[src/rtl/shift_issue_ctrl.sv]
// shift_issue_ctrl: issues one shifter operation per request and captures its result and flags.
module shift_issue_ctrl #(
  parameter int SETUP_CYCLES  = 1,
  parameter int PULSE_CYCLES  = 1,
  parameter int SETTLE_CYCLES = 1
) (
  input  logic       clk,
  input  logic       rst,
  input  logic       req_valid,
  output logic       req_ready,
  input  logic [7:0] req_data,
  input  logic [1:0] req_opcode,
  input  logic [2:0] req_count,
  input  logic       req_src_acc,
  input  logic       req_upd_flags,
  output logic [7:0] sh_data,
  output logic [1:0] sh_opcode,
  output logic [2:0] sh_count,
  output logic       shift_enable,
  input  logic [7:0] shift_out,
  input  logic       sh_z,
  input  logic       sh_c,
  output logic [7:0] acc,
  output logic       flag_z,
  output logic       flag_c,
  output logic       busy,
  output logic       done
);
  typedef enum logic [2:0] {IDLE, SETUP, PULSE, SETTLE, DONE} state_t;
  state_t state, state_nxt;
  logic [7:0] cnt, cnt_nxt;
  logic upd, last, accept, capture;
  always_comb begin
    last = state == SETUP ? cnt == 8'(SETUP_CYCLES - 1) :
           state == PULSE ? cnt == 8'(PULSE_CYCLES - 1) :
                            cnt == 8'(SETTLE_CYCLES - 1);
    accept = state == IDLE && req_valid;
    capture = state == SETTLE && last;
    state_nxt = state;
    case (state)
      IDLE:    state_nxt = req_valid ? SETUP : IDLE;
      SETUP:   state_nxt = last ? PULSE : SETUP;
      PULSE:   state_nxt = last ? SETTLE : PULSE;
      SETTLE:  state_nxt = last ? DONE : SETTLE;
      default: state_nxt = IDLE;
    endcase
    cnt_nxt = (state_nxt != state || state == IDLE) ? 8'd0 : cnt + 8'd1;
  end
  // ready is gated by rst so it reads low during an asserted async reset
  assign req_ready = state == IDLE && !rst;
  assign busy = state != IDLE;
  assign done = state == DONE;
  always_ff @(posedge clk or posedge rst) begin
    if (rst) begin
      state <= IDLE;
      cnt <= 8'd0;
      shift_enable <= 1'b0;
      sh_data <= 8'd0;
      sh_opcode <= 2'd0;
      sh_count <= 3'd0;
      upd <= 1'b0;
      acc <= 8'd0;
      flag_z <= 1'b0;
      flag_c <= 1'b0;
    end else begin
      state <= state_nxt;
      cnt <= cnt_nxt;
      shift_enable <= state_nxt == PULSE;
      if (accept) begin
        sh_data <= req_src_acc ? acc : req_data;
        sh_opcode <= req_opcode;
        sh_count <= req_count;
        upd <= req_upd_flags;
      end
      if (capture) begin
        acc <= shift_out;
        if (upd) begin
          flag_z <= sh_z;
          flag_c <= sh_c;
        end
      end
    end
  end
endmodule

[config.mk]
export PLATFORM = sky130hd
export DESIGN_NAME = shift_issue_ctrl
export DESIGN_NICKNAME = d
export VERILOG_FILES = /design/src/rtl/shift_issue_ctrl.sv
export SDC_FILE = /design/constraint.sdc
export NUM_CORES = 1
export LEC_CHECK = 0
export CAP_MARGIN = 20
export CORE_ASPECT_RATIO = 1.1
export CORE_MARGIN = 2
export CORE_UTILIZATION = 35
export DETAILED_ROUTE_END_ITERATION = 10
export SLEW_MARGIN = 20
export SYNTH_ARGS = -nofsm -noshare
export SYNTH_HDL_FRONTEND = slang
export SYNTH_SLANG_ARGS = --single-unit
[constraint.sdc]
create_clock -name clk -period 3.8 [get_ports clk]
set_clock_uncertainty 0.1 [all_clocks]
set_input_delay 0.76 -clock clk [delete_from_list [all_inputs] [get_ports clk]]
set_output_delay 0.76 -clock clk [all_outputs]
set_load 0.03 [all_outputs]
Word level (Yosys, flattened, before mapping)
Index checks and enable logic that the tools add are counted.
- flip-flop bits (word level): 36
- word-level logic and storage cells: 33
- add/sub/neg operators: 1
- equality and inequality tests: 6
- multiplexer cells: 7
- reduce and logical (&&, ||, !) cells: 9
- operators with widths (operator ; count):
    2-to-1 mux 8 bit ; 2
    case mux 3 bit (4 select lines) ; 1
    == test 3 x 2 -> 1 bit (second input constant) ; 3
    adder 8 x 1 -> 8 bit (second input constant) ; 1
    zero test 8 bit ; 1
    == test 3 x 1 -> 1 bit (second input constant) ; 1
    == test 3 bit (second input constant) ; 1
    logical AND 1 bit ; 3
    zero test 3 bit ; 1
    2-to-1 mux 3 bit ; 1
    != test 3 bit ; 1
    nonzero test 3 bit ; 1
    2-to-1 mux 1 bit ; 2
    2-to-1 mux 2 bit ; 1
    AND reduction 2 bit ; 1
    zero test 1 bit ; 1
    logical OR 1 bit ; 1

Logic depth before layout (Yosys ltp)
Gate-level depths: netlist of run 1.
- depth in word-level cells: 6
- gate-level depth with buffers: 5
- depth with buffers taken out: 5

Least setup slack after synthesis of run 1
No wires, ideal clock.
- kind: register to output
- start point: reg state[0]
- end point: out req_ready
- arrival: 1.578 ns
- setup slack: 1.362 ns
- cell stages (with the launch flop): 4
- path buffers: 1
- cell sequence: dfrtp_1 clkbuf_1 or3_1 nor2_1
- cells in the longest elaborated chain, start to end: 2
- RTL lines (element ; line ; RTL):
    start, declared ; 30 ; state_t state, state_nxt;
    start signal, assigned ; 66 ; state <= state_nxt;
    zero test 3 bit ; 50 ; assign req_ready = state == IDLE && !rst;
    logical AND 1 bit ; 50 ;
    end, declared ; 10 ; output logic req_ready,
Every way passes these cells.

Final worst setup path of run 1
Ends and elaborated chain as after synthesis.

==> reports/metrics.cfg, run 1 <==
[synth]
avgSynthCellArea_sq_um = 12.06
yosys.area.top_type_share_pct = 54.92
ys.flop_type = dfrtp_1
yosys-top-cells-count = 36 x dfrtp_1, 17 x mux2_2, 15 x nor2_1
ys_ff_latch = 36
synth.cell_area_sq_um = 1640
async_reset_ff_share_pct = 100.0
synth_edf_count = 0
synthCells = 136
yosys.area.top_type = dfrtp_1
post_synth_num_cell_types = 31
yosysSeqAreaShare_pct = 54.92
synthTopCellsByArea = dfrtp_1 55%, mux2_2 12%, mux2i_1 4.9%, a21oi_1 4.0%, nor2_1 3.4%
synth.net_count = 166
synth_most_common_cell = dfrtp_1
ys_warn_count = 0

[setup_path]
crit_path_cell_trace = or3_1 -> nor2_1 -> clkdlybuf4s50_1
slowest_stage = clkdlybuf4s50_1
worstPathMaxFanout = 11
critPathTopFamily = buffers and inverters
cp.required_ns = 2.94
crit_buf_inv = 1
r2r-end = flag_c
end_kind = primary output
worstSetupPathType = reg2out
reg2reg_depth = 5
cp.arrival_ns = 2.01
crit_path_start = state[0]
crit_path_start_kind = register
r2r_start = cnt[0]
reg2reg_slack_ns = 1.86
slowest_delay_ns = 0.67

[grt]
antenna_found_initial = 0
grt_pass1_wl_um = 5430
grt_pass1_vias = 1131
grt_max_degree = 37
grtUsageTotal_pct = 13.40
overflow = 0

[timing]
min_period_ns = 2.873
fin_crit_sh_pct = 75.60
setup_ws_ns = 0.9272
worst_pin_slew_ns = 0.4914
max_freq_ghz = 0.3481
rsz0062_at_grt = no
fin_tns_setup_ns = 0
setup_viol = 0
slew_headroom_pct = 67.10
hold_viol_final = 0
drv_slew = 0

[clock_network]
clock_path_buffers = 2
cts_setup_buffers = 0
cts_resized = 0
clock-sinks = 36
clkTransAtPathRegs_ns = 0.07
cts_buffers = 5
cts_root_buffer = clkbuf_8
tritoncts = built
worstSkewPairLatency_ns = 0.28
ctsHoldBuffers = 0
htreeDepth = 2

[final_layout]
seq_area_sq_um = 900.9
nFillCells = 401
fin_area_sq_um = 2338
diodes = 0
multiInputGateArea_sq_um = 693.2
nets = 223
utilization_pct = 50.98
drive_above_1_share_pct = 18.13
area_growth_pct = 42.56

[routing]
drc_errors = 0
totalWireLength_um = 3423
via_count = 1201
drt-initial-drc-count = 49
wl_per_cell_um = 13.75
final_antenna_net_count = 0
viasPerCell = 4.823
drt_pass1_iterations = 3

[floorplan]
coreArea_sq_um = 4587
ios = 55
die_x_um = 69.28
start_util_pct = 35.76
die-area_sq_um = 5251
die_y_um = 75.80
num_rows = 26

[power_and_ir_drop]
vdd_ir_drop_max_uv = 253.8
leakagePower_nw = 0.9759
power.density_cell_area_nw_per_um2 = 803.2
p_total_mw = 1.878

[min_path]
hold_path_end = flag_c
hold_path_class = reg2reg
holdCritStartpoint = flag_c
whs_path_depth = 1

[placed_design]
io_buffers = 54
pre_cts_slack_ns = 0.9896
dpl_cell_area_sq_um = 2242
dp_hpwl_um = 2546
place.gp.congestion = 0.7261

[run]
cap_violations = 0

[outcome]
status = finished clean

report_power, final:
| part | internal [mW] | total (mW) | leakage (nW) | switching [mW] |
|---|---|---|---|---|
| registers | 0.535 | 0.653 | 0.438 | 0.117 |
| logic | 0.447 | 0.937 | 0.488 | 0.490 |
| clock network | 0.161 | 0.289 | 0.0503 | 0.127 |
| total | 1.14 | 1.88 | 0.976 | 0.735 |
registers in the layout, indices dropped and copies added (netlist names):
name,cells
flag_z,1
state,3
shift_enable,1
cnt,8
sh_count,3
upd,1
sh_data,8
sh_opcode,2
acc,8
flag_c,1
how the worst max path moves through the flow:
stage                     cells after the start   endpoint  slack (ns)
after floorplan                               3  req_ready        1.36
after global placement                        3  req_ready        0.99
after detailed placement                      3  req_ready        0.99
after CTS                                     3  req_ready        0.91
after global routing                          3  req_ready        0.84
final                                         3  req_ready        0.93
cell type report:
class / count / share of cell area [%]
sequential: 36 / 38.52
inverter: 6 / 0.9631
multi-input combinational: 88 / 29.64
tap: 56 / 2.996
timing repair buffer: 56 / 23.76
clock buffer: 7 / 4.120
cells by family (layout without fill, tap and decap cells):
family	Yosys count	count (layout)	share of synthesized area (%)
xor+xnor	3	3	1.602
buf+inv	12	69	3.356
simple gates	38	38	15.10
fa+ha+maj	2	2	1.525
mux	25	25	16.55
flops	36	36	54.92
compound gates	20	20	6.941
metal layers:
metal / share of wire, % / up-vias / wire (um) / global-route usage [%]
met4: 1.2 / 0 / 42 / 5.229
met1: 45 / 567 / 1545 / 16.40
met2: 47 / 39 / 1618 / 21.58
met5: 0 / - / 0 / 0
met3: 6.3 / 7 / 216 / 5.423
li1: - / 588 / - / -
worst reg2reg max path, delay by kind of cell (launching register included):
kind	cells	cell delay [ns]
AND/OR/NAND/NOR	2	0.73
flip-flops	1	0.44
multiplexers	1	0.33
adder cells (fa/ha/maj)	1	0.13
buffers and inverters	1	0.08
placed cells by master (no fill, tap or decap):
cell              n
and3_2            3
nor3_2            1
ha_1              2
nor4b_1           1
a21o_2            1
nand4_1           2
o21ai_0           3
clkdlybuf4s50_1  54
xor2_1            2
a211o_2           1
inv_1             6
a21oi_1          13
a211oi_1          1
nand2_1           1
nor3b_1           1
mux2_2           17
nand4_4           1
nor2_1           15
nor4b_4           2
nor2b_1           1
mux2i_1           8
o21bai_1          1
or3_1             4
and4b_1           1
dfrtp_1          36
xnor2_1           1
nand3_1           5
buf_4             2
clkbuf_8          7
per-stage QoR:
stage	hold WS, ns	cells
CTS	0.4138	249
finish	0.4084	249
floorplan	0.3732	136
detailed placement	0.3986	242
global route	0.4278	249
global placement	0.3897	242
No activity file was read; power rests on OpenSTA's default activity.
==> run 2, diff against run 1 <==
PLACE_DENSITY = 0.66   (was default)
clock period = 2.5 ns   (was 3.8 ns; I/O delays follow)
==> reports/metrics.cfg, run 2 (synthesized netlist as in run 1, its figures left out) <==
[placed_design]
dp_hpwl_um = 2581  ; +1.4%
place.gp.congestion = 0.8027  ; +11%
dpl_cell_area_sq_um = 2257  ; +0.67%
io_buffers = 54  ; unchanged

[clock_network]
cts_setup_buffers = 0  ; unchanged
ctsHoldBuffers = 0  ; unchanged
clkTransAtPathRegs_ns = 0.07  ; about the same
worstSkewPairLatency_ns = 0.29  ; about the same
tritoncts = built
clock_path_buffers = 2  ; unchanged
cts_buffers = 5  ; unchanged
clock-sinks = 36  ; unchanged
htreeDepth = 2  ; unchanged
cts_root_buffer = clkbuf_8

[floorplan]
num_rows = 26  ; unchanged
die_x_um = 69.28  ; unchanged
ios = 55  ; unchanged
start_util_pct = 35.76  ; unchanged
die_y_um = 75.80  ; unchanged
coreArea_sq_um = 4587  ; unchanged
die-area_sq_um = 5251  ; unchanged

[timing]
min_period_ns = 2.324
hold_viol_final = 0  ; unchanged
slew_headroom_pct = 66.31  ; -0.79 points
fin_tns_setup_ns = 0  ; unchanged
fin_crit_sh_pct = 92.98
worst_pin_slew_ns = 0.5026  ; +0.01120 ns
rsz0062_at_grt = no
setup_viol = 0  ; unchanged
max_freq_ghz = 0.4302
drv_slew = 0  ; unchanged

[final_layout]
reg_top3 = acc x8, cnt x8, sh_data x8
drive_above_1_share_pct = 18.97  ; +0.84 points
utilization_pct = 51.28  ; +0.30 points
nets = 225  ; +0.90%
area_growth_pct = 43.40
final_common_cell = clkdlybuf4s50_1
fin_area_sq_um = 2352  ; +0.59%
layout_common_cells = 53 x clkdlybuf4s50_1, 36 x dfrtp_1, 17 x mux2_2
nFillCells = 390  ; -2.7%
diodes = 0  ; unchanged

[setup_path]
cp.required_ns = 1.90  ; -1.04 ns
reg2reg_slack_ns = 0.52  ; -1.34 ns
slowest_stage = clkdlybuf4s50_1
crit_path_cell_trace = buf_4 -> nor3b_1 -> clkdlybuf4s50_1
cp.arrival_ns = 1.72  ; -0.29 ns
crit_buf_inv = 2  ; +1
critPathTopFamily = buffers and inverters
worstSetupPathType = reg2out
slowest_delay_ns = 0.69  ; +0.02 ns
end_kind = primary output
crit_path_start_kind = register
worstPathMaxFanout = 10  ; -1

[routing]
drc_errors = 0  ; unchanged
drt_pass1_iterations = 4  ; +1
wl_per_cell_um = 13.71  ; -0.30%
via_count = 1243  ; +3.5%
viasPerCell = 4.952  ; +2.7%
totalWireLength_um = 3440  ; +0.50%
drt-initial-drc-count = 57  ; +16%
final_antenna_net_count = 0  ; unchanged

[grt]
overflow = 0  ; unchanged
grt_pass1_vias = 1205  ; +6.5%
antenna_found_initial = 0  ; unchanged
grt_pass1_wl_um = 5561  ; +2.4%
grt_max_degree = 37  ; unchanged
grtUsageTotal_pct = 13.82  ; +0.42 points

[min_path]
hold_path_class = reg2reg

[power_and_ir_drop]
vdd_ir_drop_max_uv = 345.9  ; +36%
power.density_cell_area_nw_per_um2 = 1227  ; +53%
p_total_mw = 2.885  ; +54%
leakagePower_nw = 0.9895  ; +1.4%

[run]
cap_violations = 0  ; unchanged

[outcome]
status = finished clean

==> run 2: cell count changes in the layout (fill, tap and decap cells not counted) <==
cell             before  now
dlygate4sd2_1         0    1
buf_4                 2    4
clkdlybuf4s50_1      54   53
==> run 2: power breakdown <==
group          leakage, nW  internal (mW)  switching (mW)
clock network       0.0503          0.245           0.194
registers            0.438          0.814           0.142
logic                0.501          0.697           0.793
total                0.990           1.76            1.13
==> run 2: layout make-up <==
type	count	area (sq um)	area share (%)
clock buffer	7	96.34	4.096
inverter	6	22.52	0.9574
multi-input combinational	88	693.2	29.47
sequential	36	900.9	38.30
tap	56	70.07	2.979
timing repair buffer	58	569.3	24.20
==> run 2: worst paths after layout <==
kind | startpoint | to | cells past startpoint
max in group asynchronous | rst | flag_c | 3
min reg2reg | sh_opcode[0] | sh_opcode[0] | 1
min in group asynchronous | rst | sh_count[0] | 3
max reg2reg | cnt[0] | flag_c | 5
min | sh_opcode[0] | sh_opcode[0] | 1
max | state[0] | done | 3
==> run 2: metal layers <==
metal / GRT usage [%] / part of all wire (%) / vias to the layer above
li1: - / - / 591
met4: 7.190 / 1.9 / 0
met1: 14.68 / 43 / 603
met5: 0 / 0 / -
met2: 23.93 / 48 / 41
met3: 5.952 / 7.4 / 8
==> run 2: metrics by stage <==
step / worst slack [ns] / hold WS (ns) / std cells
2_1_floorplan: 0.3220 / 0.3732 / 136
3_3_place_gp: 0.2079 / 0.3891 / 244
3_5_place_dp: 0.2059 / 0.3938 / 244
4_1_cts: 0.1475 / 0.4157 / 251
5_1_grt: 0.09190 / 0.4274 / 251
6_report: 0.1755 / 0.4099 / 251
==> run 2: repair_timing <==
action                     CTS  global route
resized for setup            1             0
setup endpoints to repair    1             0
hold endpoints to repair     0             0
==> run 3, diff against run 2 <==
RECOVER_POWER = 50   (was default)
==> reports/metrics.cfg, run 3 (synthesized netlist as in run 1, its figures left out) <==
[final_layout]
diodes = 0  ; unchanged
finalNonFillerCells = 251  ; unchanged
layout_common_cells = 51 x clkdlybuf4s50_1, 36 x dfrtp_1, 17 x mux2_2
final_common_cell = clkdlybuf4s50_1
utilization_pct = 50.82  ; -0.46 points
nets = 225  ; unchanged
fin_area_sq_um = 2331  ; -0.90%
reg_top3 = acc x8, cnt x8, sh_data x8
nFillCells = 395  ; +1.3%
area_growth_pct = 42.11
drive_above_1_share_pct = 18.46  ; -0.51 points

[grt]
overflow = 0  ; unchanged
grtUsageTotal_pct = 13.82  ; unchanged
grt_pass1_vias = 1205  ; unchanged
grt_pass1_wl_um = 5561  ; unchanged
antenna_found_initial = 0  ; unchanged
grt_max_degree = 37  ; unchanged

[power_and_ir_drop]
power.density_cell_area_nw_per_um2 = 1232  ; +0.42%
vdd_ir_drop_max_uv = 344.6  ; -0.37%
leakagePower_nw = 0.9710  ; -1.9%
p_total_mw = 2.871  ; -0.49%

[timing]
slew_headroom_pct = 41.24  ; -25 points
worst_pin_slew_ns = 0.8813  ; +0.3788 ns
rsz0062_at_grt = no
hold_viol_final = 0  ; unchanged
min_period_ns = 2.317  ; -0.007724 ns
holdWs_ns = 0.4099  ; +0.000006000 ns
max_freq_ghz = 0.4316  ; +0.33%
setup_ws_ns = 0.1833  ; +0.007724 ns
fin_tns_setup_ns = 0  ; unchanged
fin_crit_sh_pct = 92.67  ; -0.31 points
setup_viol = 0  ; unchanged
drv_slew = 0  ; unchanged

[clock_network]
worstSkewPairLatency_ns = 0.29  ; about the same
htreeDepth = 2  ; unchanged
clkTransAtPathRegs_ns = 0.07  ; about the same
tritoncts = built
cts_root_buffer = clkbuf_8
clock-sinks = 36  ; unchanged
clock_path_buffers = 2  ; unchanged
cts_buffers = 5  ; unchanged

[routing]
drt_pass1_iterations = 4  ; unchanged
totalWireLength_um = 3455  ; +0.44%
wl_per_cell_um = 13.76  ; +0.44%
via_count = 1239  ; -0.32%
drt-initial-drc-count = 49  ; -14%
final_antenna_net_count = 0  ; unchanged
drc_errors = 0  ; unchanged
viasPerCell = 4.936  ; -0.32%

[setup_path]
worstPathMaxFanout = 10  ; unchanged
cp.arrival_ns = 1.72  ; about the same
crit_path_start_kind = register
cp.required_ns = 1.90  ; about the same
worstSetupPathType = reg2out
end_kind = primary output

[placed_design]
io_buffers = 54  ; unchanged
dpl.cell_count = 244  ; unchanged
dpl_cell_area_sq_um = 2257  ; unchanged
pre_cts_slack_ns = 0.2059  ; unchanged
dp_hpwl_um = 2581  ; unchanged
place.gp.congestion = 0.8027  ; unchanged

[floorplan]
die_y_um = 75.80  ; unchanged
start_util_pct = 35.76  ; unchanged
coreArea_sq_um = 4587  ; unchanged
ios = 55  ; unchanged
die_x_um = 69.28  ; unchanged
num_rows = 26  ; unchanged
die-area_sq_um = 5251  ; unchanged

[run]
cap_violations = 0  ; unchanged

[outcome]
status = finished clean

[min_path]
hold_path_class = reg2reg

## run 3: cell types whose count changed in the layout (fill, tap and decap cells not counted)
cell,change
a21o_2,-1
a21o_1,+1
nor4b_2,+2
dlygate4sd3_1,+2
clkdlybuf4s50_1,-2
buf_4,-1
nor4b_4,-2
clkbuf_2,+1
## run 3: final cells by class
class / instances / area, sq um / share of cell area [%]
tap: 56 / 70.07 / 3.006
inverter: 6 / 22.52 / 0.9662
sequential: 36 / 900.9 / 38.65
multi-input combinational: 88 / 674.4 / 28.93
clock buffer: 7 / 96.34 / 4.133
timing repair buffer: 58 / 566.8 / 24.32
## run 3: critical path, cell delays in order (launching register included)
cell,delay [ns]
dfrtp_1,0.37
buf_4,0.17
nor3b_1,0.19
clkdlybuf4s50_1,0.69
## run 3: routing by layer
metal / up-vias / global-route usage [%] / part of all wire (%)
met5: - / 0 / 0
met4: 0 / 7.190 / 1.9
met3: 8 / 5.952 / 7.8
met2: 47 / 23.93 / 48
met1: 593 / 14.68 / 42
li1: 591 / - / -
## run 3: power breakdown
group | switching (mW) | total [mW] | internal (mW)
combinational | 0.787 | 1.48 | 0.691
sequential | 0.141 | 0.955 | 0.814
clock | 0.194 | 0.439 | 0.245
## run 3: final timing paths
path	cells after the start	start	endpoint	slack, ns
setup / recovery	3	state[0]	done	0.18
hold / removal	1	sh_opcode[0]	sh_opcode[0]	0.41
setup reg to reg	5	cnt[0]	flag_c	0.28
hold reg to reg	1	sh_opcode[0]	sh_opcode[0]	0.41
max in group asynchronous	3	rst	flag_c	0.91
min in group asynchronous	3	rst	sh_count[0]	0.84
## run 3: repair_timing
action / CTS / global route
setup endpoints to repair: 1 / 0
gates resized for setup: 1 / 0
hold buffers: 0 / 0
setup buffers: 0 / 0
